===== config.mk =====
export PLATFORM = sky130hd
export DESIGN_NAME = bias_relu_pool
export DESIGN_NICKNAME = d
export VERILOG_FILES = /design/src/rtl/bias_relu_pool.sv
export SDC_FILE = /design/constraint.sdc
export NUM_CORES = 1
export LEC_CHECK = 0
export CORE_MARGIN = 2
export CORE_UTILIZATION = 40
export CTS_BUF_LIST = sky130_fd_sc_hd__clkbuf_8
export CTS_CLUSTER_DIAMETER = 40
export DETAILED_ROUTE_END_ITERATION = 6
export PLACE_DENSITY = 0.57
export RECOVER_POWER = 100
export SYNTH_ARGS = -nofsm -noshare
export SYNTH_HDL_FRONTEND = slang
export SYNTH_SLANG_ARGS = --single-unit

===== constraint.sdc =====
create_clock -name clk -period 18.7 [get_ports clk]
set_input_delay 2.805 -clock clk [delete_from_list [all_inputs] [get_ports clk]]
set_output_delay 2.805 -clock clk [all_outputs]
set_load 0.02 [all_outputs]

===== src/rtl/bias_relu_pool.sv =====
// rtl/bias_relu_pool.sv - bias add, saturating ReLU, tile buffer and 2x2 stride-2 pooling
// Optional BIAS_RELU_POOL_AVG_EN: average pooling instead of max pooling.
module bias_relu_pool #(
    parameter int H        = 12,
    parameter int W        = 12,
    parameter int ADDR_LEN = 7,
    parameter int OUT_AW   = 10
) (
    input  logic                     clk,
    input  logic                     rst,
    input  logic                     store,
    input  logic [ADDR_LEN:0]        address,
    input  logic signed [7:0]        result,
    input  logic signed [7:0]        bias,
    input  logic [3:0]               out_c,
    input  logic                     pool,
    output logic                     pool_done,
    output logic                     busy,
    output logic                     out_we,
    output logic [OUT_AW-1:0]        out_addr,
    output logic [7:0]               out_data,
    output logic                     overrun
);
    localparam int HP = H / 2;
    localparam int WP = W / 2;
    localparam int NT = H * W;
    localparam int NW = HP * WP;
    localparam int AW = ADDR_LEN + 1;
    localparam int RW = (HP > 1) ? $clog2(HP) : 1;
    localparam int CW = (WP > 1) ? $clog2(WP) : 1;

    typedef enum logic [1:0] {IDLE, RD, WR, DONE} state_t;
    state_t state, state_nx;

    logic [RW-1:0]     wr;
    logic [CW-1:0]     wc;
    logic [1:0]        k;
    logic [3:0]        oc;
    logic [7:0]        tile [NT];
    logic [AW-1:0]     tap_idx;
    logic [7:0]        tap;
    logic [7:0]        pool_val;
    logic signed [8:0] sum9;
    logic [7:0]        relu;
    logic              last_win;
    logic [OUT_AW-1:0] addr_calc;

`ifdef BIAS_RELU_POOL_AVG_EN
    logic [9:0] acc, acc_nx;
`else
    logic [7:0] acc, acc_nx;
`endif

    always_ff @(posedge clk) begin
        if (rst) state <= IDLE;
        else     state <= state_nx;
    end

    always_comb begin
        state_nx = state;
        case (state)
            IDLE:    if (pool) state_nx = RD;
            RD:      if (k == 2'd3) state_nx = WR;
            WR:      state_nx = last_win ? DONE : RD;
            DONE:    state_nx = IDLE;
            default: state_nx = IDLE;
        endcase
    end

    assign busy      = (state != IDLE);
    assign out_we    = (state == WR);
    assign pool_done = (state == DONE);
    assign last_win  = (wr == RW'(HP - 1)) && (wc == CW'(WP - 1));

    // 9-bit sum cannot overflow; clamp high to 127, negatives collapse to 0
    always_comb begin
        sum9 = {result[7], result} + {bias[7], bias};
        if (sum9[8])               relu = 8'd0;
        else if (sum9 > 9'sd127)   relu = 8'd127;
        else                       relu = sum9[7:0];
    end

    always_ff @(posedge clk) begin
        if (!rst && state == IDLE && store && int'(address) < NT)
            tile[address] <= relu;
    end

    always_comb begin
        tap_idx = AW'((2 * int'(wr) + int'(k[1])) * W + 2 * int'(wc) + int'(k[0]));
        tap     = tile[tap_idx];
`ifdef BIAS_RELU_POOL_AVG_EN
        acc_nx   = (k == 2'd0) ? {2'b00, tap} : acc + {2'b00, tap};
        pool_val = acc_nx[9:2];
`else
        acc_nx   = (k == 2'd0 || tap > acc) ? tap : acc;
        pool_val = acc_nx;
`endif
        addr_calc = OUT_AW'(oc) * OUT_AW'(NW) + OUT_AW'(wr) * OUT_AW'(WP) + OUT_AW'(wc);
    end

    always_ff @(posedge clk) begin
        if (rst) begin
            wr       <= '0;
            wc       <= '0;
            k        <= '0;
            acc      <= '0;
            oc       <= '0;
            out_addr <= '0;
            out_data <= '0;
            overrun  <= 1'b0;
        end else begin
            if (store && state != IDLE) overrun <= 1'b1;
            case (state)
                IDLE: if (pool) begin
                    wr  <= '0;
                    wc  <= '0;
                    k   <= '0;
                    acc <= '0;
                    oc  <= out_c;
                end
                RD: begin
                    acc <= acc_nx;
                    k   <= k + 2'd1;
                    // result registered on the last tap so it is stable throughout WR
                    if (k == 2'd3) begin
                        out_data <= pool_val;
                        out_addr <= addr_calc;
                    end
                end
                WR: begin
                    k <= '0;
                    if (wc == CW'(WP - 1)) begin
                        wc <= '0;
                        wr <= wr + 1'b1;
                    end else begin
                        wc <= wc + 1'b1;
                    end
                end
                default: ;
            endcase
        end
    end
endmodule


==> flow_metrics.py, run 1 <==
metrics = {
    "detailed_routing": {
        "drt-total-wl_mm": 131,
        "vias_per_cell": 5.61,
        "top_layer": "met5",
        "drc": 0,
        "first_pass_iters": 5,
        "wire_per_inst_microns": 28.5,
        "wl_met2_mm": 62.1,
        "final_antenna_net_count": 0,
        "wl_met3_mm": 10.6,
        "drtIter0Drc": 2841,
        "num_vias": 25900,
        "wl_met1_mm": 54.0,
    },
    "synth": {
        "synth_fa_ha_area_share_pct": 1.23,
        "syn-cell-area_sq_um": 48600,
        "muxShareOfSynthArea_pct": 14.4,
        "synth_top_family_by_area": "multiplexers",
        "synth_flop_cell": "edfxtp_1",
        "synth.top_cell.area_share_pct": 71.2,
        "syn_area_per_cell_sq_um": 19.1,
        "yosys.area.top_type": "edfxtp_1",
        "postSynthCellCount": 2549,
        "synth-simple-area-share_pct": 4.40,
        "synth.distinct_cells": 81,
        "ys_async_sr_fraction_pct": 0,
        "yosys-top-cells-area": "edfxtp_1 (71%), mux4_2 (12%), mux2i_1 (1.8%), dfxtp_1 (1.7%), nor2_1 (1.5%)",
        "ys_seq_elements": 1193,
        "ys_warn_count": 0,
        "synthXorXnorAreaFrac_pct": 0.430,
        "synth_edf_count": 1152,
        "synth_compound_area_share_pct": 3.99,
        "synth-seq-area-share_pct": 72.9,
    },
    "cells_and_area": {
        "area_growth_pct": 12.3,
        "final_nets": 2927,
        "drive_gt1_share_pct": 18.7,
        "fillers": 10300,
        "layout_common_cells": "edfxtp_1 (1152), mux4_2 (249), clkbuf_8 (197), nor2_1 (194), conb_1 (144)",
        "mostFrequentLayoutCell": "edfxtp_1",
    },
    "sta": {
        "clock.fmax_mhz": 81.6,
        "finalCritPeriodShare_pct": 65.6,
        "finalSetupViolations": 0,
        "rsz0062_at_grt": "no",
        "skew_ns": 0.0461,
        "drv_slew": 1150,
        "max_slew.worst_pin.slew_ns": 4.73,
        "tns_ns": 0,
        "timing.hold.ws_ns": 0.452,
        "maxSlewHeadroom_pct": -216,
        "hold_viol": 0,
        "fin_ws_ns": 6.44,
        "timing.final.crit_period_ns": 12.26,
    },
    "setup_path": {
        "worstSetupPathType": "flop to flop",
        "critPathMaxStageDelay_ns": 2.89,
        "crit_required_ns": 19.44,
        "crit_path_max_fanout": 46,
        "startpoint_type": "flop",
        "worst-endpoint-arrival_ns": 13.00,
        "r2r_cells": 17,
        "critPathSlowestCell": "clkbuf_1",
        "crit_chain": "clkbuf_1 -> clkbuf_1 -> buf_4 -> mux4_2 -> mux4_2 -> nand2_1 -> nand2_1 -> a32oi_1 -> a31oi_1 -> ha_1 -> o21a_1 -> o21ai_0 -> a21oi_1 -> o22a_1 -> o21ai_0 -> nor2_1 -> a32o_1",
        "endpoint_kind": "flop",
    },
    "cts": {
        "cts.sink_count": 1193,
        "h-tree-depth": 4,
        "cts_resized": 0,
        "numCtsBuffers": 194,
        "cts_hold_buf": 0,
        "cts_buffer_depth": 3,
        "cts_post_setup_buffers_inserted": 0,
        "cts_root_buf": "clkbuf_8",
        "cts_tree": "yes",
        "clk_pin_slew_worst_paths_ns": 0.06,
        "clkLatencyLatePin_ns": 0.86,
    },
    "run": {
        "maxCapViolCount": 17,
    },
    "power_and_ir_drop": {
        "irDropWorstVdd_mv": 0.0442,
        "powerDensity_nw_per_um2": 103,
        "leakage_nw": 17.2,
    },
    "global_route": {
        "grtUsageTotal_pct": 21.1,
        "grt_pass1_wl_mm": 189,
        "antenna_found_initial": 3,
        "grt_pass1_vias": 26400,
        "grt_overflow": 0,
        "grt_max_degree": 115,
    },
    "placement": {
        "globalplace.congestion": 0.928,
        "port_buffers": 53,
        "pre_cts_ws_ns": 10.74,
        "dp_hpwl_mm": 82.8,
    },
    "floorplanning": {
        "die_h_microns": 352,
        "die_w_microns": 352,
        "initial_core_util_pct": 40.4,
        "core_area_sq_um": 120000,
        "ios": 54,
        "die-area_sq_um": 124000,
        "rows": 127,
    },
    "status": {
        "violations": "max-capacitance violations, max-slew violations",
        "status": "complete, but fails checks",
    },
    "min_path": {
        "hp-class": "flop to flop",
        "hold_path_depth": 2,
    },
}
-- flip-flops by register name, indices dropped and copies added, names as in the netlist --
register / flops
acc: 8
k: 2
oc: 4
out_addr: 10
out_data: 8
overrun: 1
state: 2
tile: 1152
wc: 3
wr: 3
-- final cells by class --
class	instances	area, sq um	share of cell area (%)
clock inverters	152	951	1.74
flip-flops and latches	1193	35400	64.9
well taps	1612	2020	3.70
multi-input cells	1320	12400	22.8
clock buffers	197	2710	4.97
diodes	1	2.50	0.00459
repair buffers	102	852	1.56
inverters	40	150	0.275
-- critical path, delay by kind of cell, from the launching register on --
kind | cells | cell delay (ns)
and+or+nand+nor | 3 | 0.35
buffers and inverters | 3 | 6.44
muxes | 2 | 1.10
DFF | 1 | 0.80
adders and majority gates | 1 | 0.38
AOI/OAI and AO/OA | 8 | 2.82
-- Yosys cell counts, types with 15 or more instances --
library cell / number
buf_2: 25
nor3_1: 18
mux4_1: 16
nand2_1: 133
ha_1: 38
a32oi_1: 16
nor2b_1: 24
dfxtp_1: 41
buf_12: 15
edfxtp_1: 1152
nand3_1: 37
nor2_1: 197
inv_1: 39
o21ai_0: 32
a221oi_1: 18
nand4_1: 16
a22oi_1: 28
mux4_2: 249
clkbuf_1: 51
a21oi_1: 70
mux2i_1: 85
-- routing by layer --
metal	track usage, %	up-vias
li1	-	10900
met1	28.6	13600
met2	33.2	1235
met3	4.59	248
met4	8.35	2
met5	0	-
-- report_power, final --
part,switching (mW),internal (mW)
logic,0.271,0.0899
registers,0.00537,3.10
clock network,1.05,1.11
-- worst paths after layout --
kind,start,end,slack [ns]
worst max-delay path,k[0],acc[3],6.44
worst min-delay path,out_addr[7],out_addr[7],0.45
worst max register to register,k[0],acc[3],6.44
worst min register to register,out_addr[7],out_addr[7],0.45
-- cell families after synthesis --
logic type | Yosys count
other | 1
XOR/XNOR | 20
multiplexers | 358
flip-flops | 1193
adder cells (fa/ha/maj) | 44
AND/OR/NAND/NOR | 479
AO/OA/AOI/OAI | 275
buffers and inverters | 179
-- through the flow --
| stage | cells | power (mW) | area (sq um) | util (%) |
|---|---|---|---|---|
| 2_1_floorplan | 2692 | 3.39 | 49100 | - |
| 3_3_place_gp | 4267 | 3.48 | 51000 | 42.5 |
| 3_5_place_dp | 4267 | 3.50 | 51000 | 42.5 |
| 4_1_cts | 4616 | 5.64 | 54700 | 45.5 |
| 5_1_grt | 4617 | 5.80 | 54500 | 45.4 |
| 6_report | 4617 | 5.62 | 54500 | 45.4 |
Power figures use the tool's default switching activity.
==> inputs of run 2 (changes only) <==
- PLACE_DENSITY: 0.57 -> 0.59
- clock period: 18.7 -> 11.1 ns (I/O delays scaled with it)
==> run 2 against run 1 <==
  * The run ends with design-rule violations, max-capacitance violations, max-slew violations left
  * Total power grew 67%
  * Highest routed layer unchanged
  * Setup slack lost 3.4 ns
  * Global-route usage grew 0.051 points
==> flow_metrics.py, run 2 (same netlist as run 1, synthesis figures left out) <==
metrics = {
    "cells_and_area": {
        "layout_common_cells": "edfxtp_1 (1152), mux4_2 (249), clkbuf_8 (200), nor2_1 (196), conb_1 (144)",
        "regMostFlops": "tile",
        "final_nets": 2923,
        "area_growth_pct": 12.3,
        "fin_util_pct": 45.4,
        "fillers": 10400,
        "drive_gt1_share_pct": 19.0,
        "mostFrequentLayoutCell": "edfxtp_1",
        "largestRegisters": "tile (1152), out_addr (10)",
        "largest_reg_flops": 1152,
        "multi_input_area_sq_um": 12500,
        "instances_no_fill": 4612,
        "regArea_sq_um": 35400,
    },
    "floorplanning": {
        "die-area_sq_um": 124000,
        "die_w_microns": 352,
        "die_h_microns": 352,
        "rows": 127,
        "core_area_sq_um": 120000,
        "ios": 54,
        "initial_core_util_pct": 40.4,
    },
    "setup_path": {
        "crit_top_cell": "nor2_1",
        "worstSetupPathType": "flop to flop",
        "crit_chain": "buf_4 -> buf_4 -> mux4_2 -> mux2i_1 -> a22oi_1 -> a32oi_1 -> nand4_1 -> nor2_1 -> nor2_1 -> ha_1 -> nor2b_1 -> o21ai_0 -> nand2b_1 -> o22a_1 -> nor2_1 -> mux2_2 -> a211oi_1",
        "startpoint_type": "flop",
        "worst-endpoint-arrival_ns": 8.90,
        "endpoint_kind": "flop",
        "critical_path_buf_inv_count": 2,
        "critPathMaxStageDelay_ns": 1.52,
        "cp-startpoint": "k[0]",
        "critPathSlowestCell": "dfxtp_1",
        "crit_required_ns": 11.90,
        "crit_family": "simple AND/OR/NAND/NOR gates",
        "r2r-start": "k[0]",
        "crit_path_max_fanout": 45,
    },
    "power_and_ir_drop": {
        "powerDensity_nw_per_um2": 172,
        "p_total_mw": 9.40,
        "leakage_nw": 17.2,
        "irDropWorstVdd_mv": 0.113,
    },
    "status": {
        "status": "complete, but fails checks",
        "violations": "design-rule violations, max-capacitance violations, max-slew violations",
    },
    "cts": {
        "h-tree-depth": 4,
        "cts.sink_count": 1193,
        "cts_buffer_depth": 3,
        "numCtsBuffers": 194,
        "clk_pin_slew_worst_paths_ns": 0.06,
        "cts_tree": "yes",
        "cts_resized": 0,
        "clkLatencyLatePin_ns": 0.90,
        "cts_root_buf": "clkbuf_8",
        "cts_hold_buf": 0,
        "cts_post_setup_buffers_inserted": 0,
    },
    "placement": {
        "pre_cts_ws_ns": 3.91,
        "dp_hpwl_mm": 83.9,
        "globalplace.congestion": 0.926,
        "port_buffers": 53,
        "dp_cells": 4263,
    },
    "min_path": {
        "hp-class": "flop to flop",
        "hp-start": "out_addr[5]",
    },
    "global_route": {
        "antenna_found_initial": 6,
        "grt_pass1_vias": 26200,
        "grtUsageTotal_pct": 21.1,
        "grt_overflow": 0,
        "grt_pass1_wl_mm": 189,
        "grt_max_degree": 104,
    },
    "run": {
        "maxCapViolCount": 9,
    },
    "detailed_routing": {
        "first_pass_iters": 7,
        "final_antenna_net_count": 0,
        "drc": 3,
        "wire_per_inst_microns": 28.5,
        "drtIter0Drc": 2881,
        "num_vias": 26000,
        "vias_per_cell": 5.64,
        "drt-total-wl_mm": 131,
    },
    "sta": {
        "rsz0062_at_grt": "no",
        "clock.fmax_mhz": 123,
        "max_slew.worst_pin.slew_ns": 3.61,
        "timing.final.crit_period_ns": 8.11,
        "drv_slew": 476,
        "maxSlewHeadroom_pct": -140,
        "skew_ns": 0.0425,
        "finalSetupViolations": 0,
        "tns_ns": 0,
        "fin_ws_ns": 2.99,
        "hold_viol": 0,
        "finalCritPeriodShare_pct": 73.0,
    },
}
==> run 2: cell count changes in the layout (fill, tap and decap cells not counted), moves of 3 or more <==
cell and change:
clkbuf_1 -10, clkinv_1 -8, inv_1 +7, buf_4 +5, a21oi_1 -4, a21oi_4 +4, clkbuf_8 +3
==> run 2: metal layers <==
layer	share of wire, %	wire [microns]	GRT usage, %
met5	0.0053	7	0
met4	4.0	5300	8.43
met3	8.4	11000	5.43
met2	47	61500	33.0
met1	41	53500	28.3
==> run 2: cell type report <==
class	instances	area share, %
clock inverter	146	1.54
inverter	40	0.275
antenna	3	0.0138
sequential	1193	64.9
multi-input combinational	1320	22.9
tap	1612	3.70
timing repair buffer	98	1.60
clock buffer	200	5.05
==> run 2: power by group <==
group / switching, mW / internal, mW
registers: 0.00769 / 5.18
clock network: 1.73 / 1.83
logic: 0.486 / 0.158
total: 2.22 / 7.18
==> run 2: through the flow <==
stage	cell area (sq um)	hold slack, ns
after floorplan	49100	0.446
final	54500	0.451
after global placement	51000	0.443
after CTS	54600	0.457
after detailed placement	51000	0.449
after global routing	54500	0.470
==> run 2: worst paths after layout <==
kind / slack [ns] / cells past startpoint / to
worst max-delay path: 2.99 / 17 / out_data[6]
worst max register to register: 2.99 / 17 / out_data[6]
worst min register to register: 0.45 / 2 / out_addr[5]
worst min-delay path: 0.45 / 2 / out_addr[5]
==> run 2: worst register-to-register path, stage by stage (launching register included) <==
cell and delay, ns:
dfxtp_1 1.52, buf_4 0.80, buf_4 0.89, mux4_2 0.64, mux2i_1 0.46, a22oi_1 0.20
a32oi_1 0.55, nand4_1 0.27, nor2_1 0.20, nor2_1 0.06, ha_1 0.30, nor2b_1 0.13
o21ai_0 0.15, nand2b_1 0.07, o22a_1 0.21, nor2_1 0.92, mux2_2 0.43, a211oi_1 0.21
